===== config.mk =====
export PLATFORM = sky130hd
export DESIGN_NAME = serial_word_capture
export DESIGN_NICKNAME = d
export VERILOG_FILES = /design/src/rtl/bit_demo_pkg.sv /design/src/rtl/tick_gen.sv /design/src/rtl/serial_word_capture.sv
export SDC_FILE = /design/constraint.sdc
export NUM_CORES = 1
export LEC_CHECK = 0
export CORE_MARGIN = 2
export CORE_UTILIZATION = 44
export DETAILED_ROUTE_END_ITERATION = 12
export MAX_ROUTING_LAYER = met4
export PLACE_DENSITY = 0.74
export SLEW_MARGIN = 20
export SYNTH_ARGS = -nofsm -noshare
export SYNTH_HDL_FRONTEND = slang
export SYNTH_SLANG_ARGS = --single-unit

===== constraint.sdc =====
create_clock -name clk -period 1.5 [get_ports clk]
set_input_delay 0.225 -clock clk [delete_from_list [all_inputs] [get_ports clk]]
set_output_delay 0.225 -clock clk [all_outputs]
set_load 0.005 [all_outputs]

===== src/rtl/bit_demo_pkg.sv =====
// Shared types for the serial capture block: FSM state encoding and error-counter width.
package bit_demo_pkg;

  typedef enum logic {
    IDLE  = 1'b0,
    SHIFT = 1'b1
  } state_t;

  localparam int ERR_CNT_W = 8;

endpackage


===== src/rtl/tick_gen.sv =====
// Free-running prescaler producing a one-cycle clock-enable every 2**DIV_LOG2 cycles.
module tick_gen #(
  parameter int DIV_LOG2 = 3
) (
  input  logic clk,
  input  logic rst_n,
  input  logic clr,
  output logic tick
);

  logic [DIV_LOG2-1:0] r_cnt;

  always_ff @(posedge clk or negedge rst_n) begin
    if (!rst_n) begin
      r_cnt <= '0;
    end else if (clr) begin
      r_cnt <= '0;
    end else begin
      r_cnt <= r_cnt + DIV_LOG2'(1);
    end
  end

  assign tick = !clr && (r_cnt == '1);

endmodule


===== src/rtl/serial_word_capture.sv =====
// Samples a synchronized serial stream on prescaled ticks and assembles WIDTH-bit words
// with a valid/ready output. Define PATTERN_CHECK_EN to add the alternating-complement checker.
module serial_word_capture
  import bit_demo_pkg::*;
#(
  parameter int WIDTH    = 4,
  parameter int DIV_LOG2 = 3
) (
  input  logic                 clk,
  input  logic                 rst_n,
  input  logic                 en,
  input  logic                 ser_in,
  output logic [WIDTH-1:0]     word_out,
  output logic                 word_valid,
  input  logic                 word_ready,
  output logic                 busy,
  output logic                 overrun
`ifdef PATTERN_CHECK_EN
  ,
  output logic [ERR_CNT_W-1:0] err_cnt
`endif
);

  localparam int CNT_W = $clog2(WIDTH);

  state_t             r_state;
  state_t             w_state_nxt;
  logic               r_sync1;
  logic               r_sync2;
  logic [CNT_W-1:0]   r_bitcnt;
  logic [WIDTH-1:0]   r_shreg;
  logic [WIDTH-1:0]   r_word;
  logic               r_valid;
  logic               r_overrun;
  logic               w_busy;
  logic               w_tick;
  logic               w_last;
  logic               w_done;
  logic               w_load_ok;
  logic [WIDTH-1:0]   w_shift_nxt;

  always_ff @(posedge clk or negedge rst_n) begin
    if (!rst_n) begin
      r_sync1 <= 1'b0;
      r_sync2 <= 1'b0;
    end else begin
      r_sync1 <= ser_in;
      r_sync2 <= r_sync1;
    end
  end

  always_ff @(posedge clk or negedge rst_n) begin
    if (!rst_n) begin
      r_state <= IDLE;
    end else begin
      r_state <= w_state_nxt;
    end
  end

  always_comb begin
    w_state_nxt = r_state;
    w_busy      = 1'b0;
    case (r_state)
      IDLE: begin
        if (en) w_state_nxt = SHIFT;
      end
      SHIFT: begin
        w_busy = 1'b1;
        if (!en) w_state_nxt = IDLE;
      end
      default: w_state_nxt = IDLE;
    endcase
  end

  // Prescaler is held clear in IDLE so the first tick lands a full period after entry.
  tick_gen #(
    .DIV_LOG2 (DIV_LOG2)
  ) u_tick_gen (
    .clk   (clk),
    .rst_n (rst_n),
    .clr   (!w_busy),
    .tick  (w_tick)
  );

  assign w_last      = (r_bitcnt == CNT_W'(WIDTH - 1));
  assign w_done      = w_busy && w_tick && w_last;
  assign w_load_ok   = !r_valid || word_ready;
  assign w_shift_nxt = {r_shreg[WIDTH-2:0], r_sync2};

  always_ff @(posedge clk or negedge rst_n) begin
    if (!rst_n) begin
      r_bitcnt  <= '0;
      r_shreg   <= '0;
      r_word    <= '0;
      r_valid   <= 1'b0;
      r_overrun <= 1'b0;
    end else begin
      if (!w_busy) begin
        r_bitcnt <= '0;
        r_shreg  <= '0;
      end else if (w_tick) begin
        r_shreg  <= w_shift_nxt;
        r_bitcnt <= w_last ? '0 : r_bitcnt + CNT_W'(1);
      end
      // A completed word either replaces a consumed/empty slot or is dropped.
      if (w_done && w_load_ok) begin
        r_word  <= w_shift_nxt;
        r_valid <= 1'b1;
      end else if (r_valid && word_ready) begin
        r_valid <= 1'b0;
      end
      if (w_done && !w_load_ok) begin
        r_overrun <= 1'b1;
      end
    end
  end

`ifdef PATTERN_CHECK_EN
  logic [ERR_CNT_W-1:0] r_err;
  logic                 r_have_prev;

  // Each accepted word should be the bitwise complement of the one accepted before it.
  always_ff @(posedge clk or negedge rst_n) begin
    if (!rst_n) begin
      r_err       <= '0;
      r_have_prev <= 1'b0;
    end else if (!w_busy) begin
      r_have_prev <= 1'b0;
    end else if (w_done && w_load_ok) begin
      r_have_prev <= 1'b1;
      if (r_have_prev && (w_shift_nxt != ~r_word) && (r_err != '1)) begin
        r_err <= r_err + ERR_CNT_W'(1);
      end
    end
  end

  assign err_cnt = r_err;
`endif

  assign word_out   = r_word;
  assign word_valid = r_valid;
  assign busy       = w_busy;
  assign overrun    = r_overrun;

endmodule


# After elaboration in Yosys (flattened, before gate mapping)
# Index checks and enable logic that the tools add are counted.
[word_totals] reg_bits=17 output_inout_bits=7
[op_classes] n_eq_ne=3 add_sub_neg=2 n_mux=10 n_reduce_logical=10
[op_table] cell="3-bit two-way mux" n=3
[op_table] cell="1-bit logical AND" n=6
[op_table] cell="2-bit two-way mux" n=3
[op_table] cell="1-bit two-way mux" n=4
[op_table] cell="3-bit by 1-bit adder with 3-bit output, second input constant" n=1
[op_table] cell="3-bit == test, second input constant" n=1
[op_table] cell="2-bit by 1-bit adder with 2-bit output, second input constant" n=1
[op_table] cell="2-bit == test, second input constant" n=1
[op_table] cell="1-bit logical NOT" n=2
[op_table] cell="2-bit by 1-bit != test with 1-bit output, second input constant" n=1
[op_table] cell="2-bit nonzero test" n=1
[op_table] cell="1-bit logical OR" n=1

# Longest topological paths before layout
[depth] word_depth=6 ltp_mapped=6 depth_no_buf=5

# Hierarchy
# Synthesis repeated with hierarchy kept, for this count alone.
[hier_totals] hier_cells=46 hier_area_um2=666.9
[by_module_without_submodules] module="serial_word_capture" area_per_inst_um2=544.3 cells_per_inst=37 seq_area_each_um2=350.3 instances=1
[by_module_without_submodules] module="tick_gen" area_per_inst_um2=122.6 cells_per_inst=9 seq_area_each_um2=75.1 instances=1

# Least setup slack after synthesis
# Ideal clock, no wire load.
[synth_path] kind="flip-flop to flip-flop" start="register u_tick_gen.r_cnt[0]" end="register r_word[0], in the netlist word_out[0]" required_ns=1.375 n_path_buf=1 stages_incl_launch_ff=7 slack_ns=0.034 period_less_slack_ns=1.466 arrival_time_ns=1.341 cell_sequence="dfrtp_1 > ha_1 > ha_1 > buf_6 > nand3_2 > nor2b_4 > mux2_4"
[synth_between] elab_chain_len=5
[synth_lines] item="start: declaration" line="tick_gen.sv:11" text="logic [DIV_LOG2-1:0] r_cnt;"
[synth_lines] item="start signal: assignment" line="tick_gen.sv:19" text="r_cnt <= r_cnt + DIV_LOG2'(1);"
[synth_lines] item="3-bit == test" line="tick_gen.sv:23" text="assign tick = !clr && (r_cnt == '1);"
[synth_lines] item="1-bit logical AND" line="tick_gen.sv:23"
[synth_lines] item="1-bit logical AND (2 in a row)" line="serial_word_capture.sv:86" text="assign w_done = w_busy && w_tick && w_last;"
[synth_lines] item="1-bit logical AND" line="serial_word_capture.sv:106" text="if (w_done && w_load_ok) begin"
[synth_lines] item="end signal: assignment" line="serial_word_capture.sv:107" text="r_word <= w_shift_nxt;"
[synth_lines] item="end: declaration" line="serial_word_capture.sv:32" text="logic [WIDTH-1:0] r_word;"
# No other way between the ends.
# A chain may end at the register's enable or synchronous reset.

# Worst setup path in the final report
[layout_path] start="register u_tick_gen.r_cnt[0]" end="register r_word[3], in the netlist word_out[3]"
# Same word-level chain as after synthesis.

==> results.sh <==
export IMPL_outcome="complete, no violations"
export IMPL_layout_drive_gt1_share_pct=29.0
export IMPL_drtIter0Drc=3
export IMPL_final_util_pct=58.6
export IMPL_tns_ps=0
export IMPL_dieArea_um2=1870
export IMPL_crit_path_max_fanout=4
export IMPL_synthFlopType="dfrtp_1"
export IMPL_dp_hpwl_um=673
export IMPL_post_drt_via_cell_ratio=4.88
export IMPL_r2r_slack_ps=70
export IMPL_fin_ws_ps=74.2
export IMPL_htreeDepth=1
export IMPL_period_share_pct=95.1
export IMPL_drv_slew=0
export IMPL_antenna_found_initial=0
export IMPL_met2_length_um=428
export IMPL_grt_pass1_wl_mm=1.66
export IMPL_synth_edf_count=0
export IMPL_cp_top_family="flip-flops"
export IMPL_ys_seq_elements=17
export IMPL_hold_class="primary input to asynchronous set/reset pin"
export IMPL_finClkSkew_ps=1.25
export IMPL_initial_core_util_pct=46.0
export IMPL_area_delta_synth_final_pct=27.4
export IMPL_tightestPinTransition_ps=213
export IMPL_clk_latency_ps=290
export IMPL_highest_layer="met4"
export IMPL_reg2reg_depth=5
export IMPL_nFillCells=138
export IMPL_r2r_start="u_tick_gen.r_cnt[0]"
export IMPL_cts_tree="built"
export IMPL_synthTopCellsByArea="dfrtp_1, mux2_4, mux2i_1"
export IMPL_ant_nets=0
export IMPL_grt_use_total_pct=13.2
export IMPL_peakVddDrop_uv=524
export IMPL_path_class="flip-flop to flip-flop"
export IMPL_total_leakage_power_uw=0.000418
export IMPL_crit_path_end_kind="flip-flop"
export IMPL_routed_wl_um=937
export IMPL_cpMostUsedCell="ha_1"
export IMPL_wl_met1_um=422
export IMPL_start_kind="flip-flop"
export IMPL_dieHeight_um=43.2
export IMPL_grt_overflow=0
export IMPL_drt_pass1_iter_count=4
export IMPL_synth_top_area_share_pct=62.8
export IMPL_holdWs_ps=245
export IMPL_synth_async_reset_ratio_pct=100
export IMPL_final_nets=71
export IMPL_clk_pin_slew_ps=100
export IMPL_netlist_area_um2=677
export IMPL_syn_avg_cell_area_um2=15.7
export IMPL_route_detailed_drc=0
export IMPL_ys_warn_count=0
export IMPL_io_buffers=11
export IMPL_core_area_um2=1470
export IMPL_cts_sinks=17
export IMPL_path_depth=5
export IMPL_rr_endpoint="word_out[3]"
export IMPL_cts_buffers=3
export IMPL_drv_cap=0
export IMPL_cp_data_required_time_ps=1680
export IMPL_insertedDiodeCount=0
export IMPL_num_rows=14
export IMPL_gp_congestion=0.624
export IMPL_synth_most_common_cell="dfrtp_1"
export IMPL_grt_pass1_vias=385
export IMPL_cp_endpoint="word_out[3]"
export IMPL_post_place_ws_ps=19.2
export IMPL_fin_area_um2=862
export IMPL_syn_nets=51
export IMPL_yosys_area_top_type="dfrtp_1"
export IMPL_netlist_instances=43
export IMPL_cpMaxStageDelayCell="dfrtp_1"
export IMPL_wl_per_cell_um=12.0
export IMPL_worst_path_buf_inv=0
export IMPL_cts_root_buf="clkbuf_4"
export IMPL_synth_distinct_cells=14
export IMPL_hold_viol=0
export IMPL_setup_violations=0
export IMPL_met3_length_um=56
export IMPL_worstPathArrival_ps=1610
export IMPL_die_w_um=43.2
export IMPL_max_stage_delay_ps=370
export IMPL_synth_common_cells="dfrtp_1, nor2b_1, mux2_4, mux2i_1, ha_1"
export IMPL_crit_chain="ha_1, ha_1, nand3_2, nor2b_4, mux2_4"
export IMPL_relSlewSlack_pct=85.8
export IMPL_vias=381
export IMPL_clockBufferDepth=2
export IMPL_cellPowerDensity_nw_per_um2=878
export IMPL_period_minus_slack_ps=1430
export IMPL_pin_count=12
export IMPL_clock_fmax_mhz=701
export IMPL_placed_cell_area_um2=818
export IMPL_grt_max_degree=18
export IMPL_ys_seq_area_share_pct=62.8
export IMPL_crit_start="u_tick_gen.r_cnt[0]"
==> per-stage QoR <==
| step | instances | power, µW |
|---|---|---|
| floorplan | 43 | 494 |
| global placement | 72 | 520 |
| detailed placement | 72 | 521 |
| CTS | 77 | 766 |
| global route | 78 | 793 |
| finish | 78 | 757 |
==> logic make-up (layout without fill, tap and decap cells) <==
| group | Yosys count | in the layout | share of synthesized area [%] |
|---|---|---|---|
| AO/OA/AOI/OAI | 1 | 1 | 1.11 |
| XOR/XNOR | 1 | 1 | 1.29 |
| adder cells (fa/ha/maj) | 3 | 3 | 5.55 |
| buffers and inverters | 1 | 20 | 1.66 |
| flip-flops | 17 | 17 | 62.8 |
| multiplexers | 8 | 8 | 14.8 |
| AND/OR/NAND/NOR | 12 | 12 | 12.8 |
==> registers in the layout, summed over array words and instances, names as in the netlist <==
name and count:
overrun 1, r_bitcnt 2, r_shreg 3, r_state 1
r_sync1 1, r_sync2 1, u_tick_gen.r_cnt 3, word_out 4
word_valid 1
==> routing by layer <==
metal | vias up | global-route usage (%)
met5 | - | -
met2 | 15 | 18.8
met1 | 183 | 16.1
met4 | 0 | 10.9
li1 | 179 | -
met3 | 4 | 2.55
==> area by class of cell <==
class	count	area, µm²	area share [%]
multi-input combinational	25	240	27.9
tap	16	20.0	2.32
timing repair buffer	16	148	17.1
sequential	17	427	49.5
clock buffer	3	22.5	2.61
clock inverter	1	5.00	0.581
==> power breakdown <==
| group | internal (µW) | switching (µW) | total (µW) |
|---|---|---|---|
| sequential | 469 | 4.29 | 473 |
| combinational | 24.9 | 17.3 | 42.2 |
| clock | 99.2 | 143 | 242 |
| total | 593 | 164 | 757 |
==> placed cells by master (no fill, tap or decap), types with 2 or more instances in the layout <==
master	count
and2_2	2
buf_4	5
clkbuf_4	3
clkdlybuf4s50_1	11
dfrtp_1	16
ha_1	3
mux2_4	4
mux2i_1	4
nor2b_1	5
==> worst min-delay path by stage <==
stage / depth (start not counted) / endpoint
final: 2 / word_out[2]
after global routing: 2 / overrun
after CTS: 2 / word_out[2]
after detailed placement: 0 / r_sync2
after global placement: 0 / r_sync2
after floorplan: 0 / overrun
==> what timing repair did <==
item,CTS,global route
pin swaps,0,1
resized for setup,1,0
hold buffers,0,0
setup buffers,1,1
setup endpoints to repair,1,4
(Power assumes the default switching activity.)
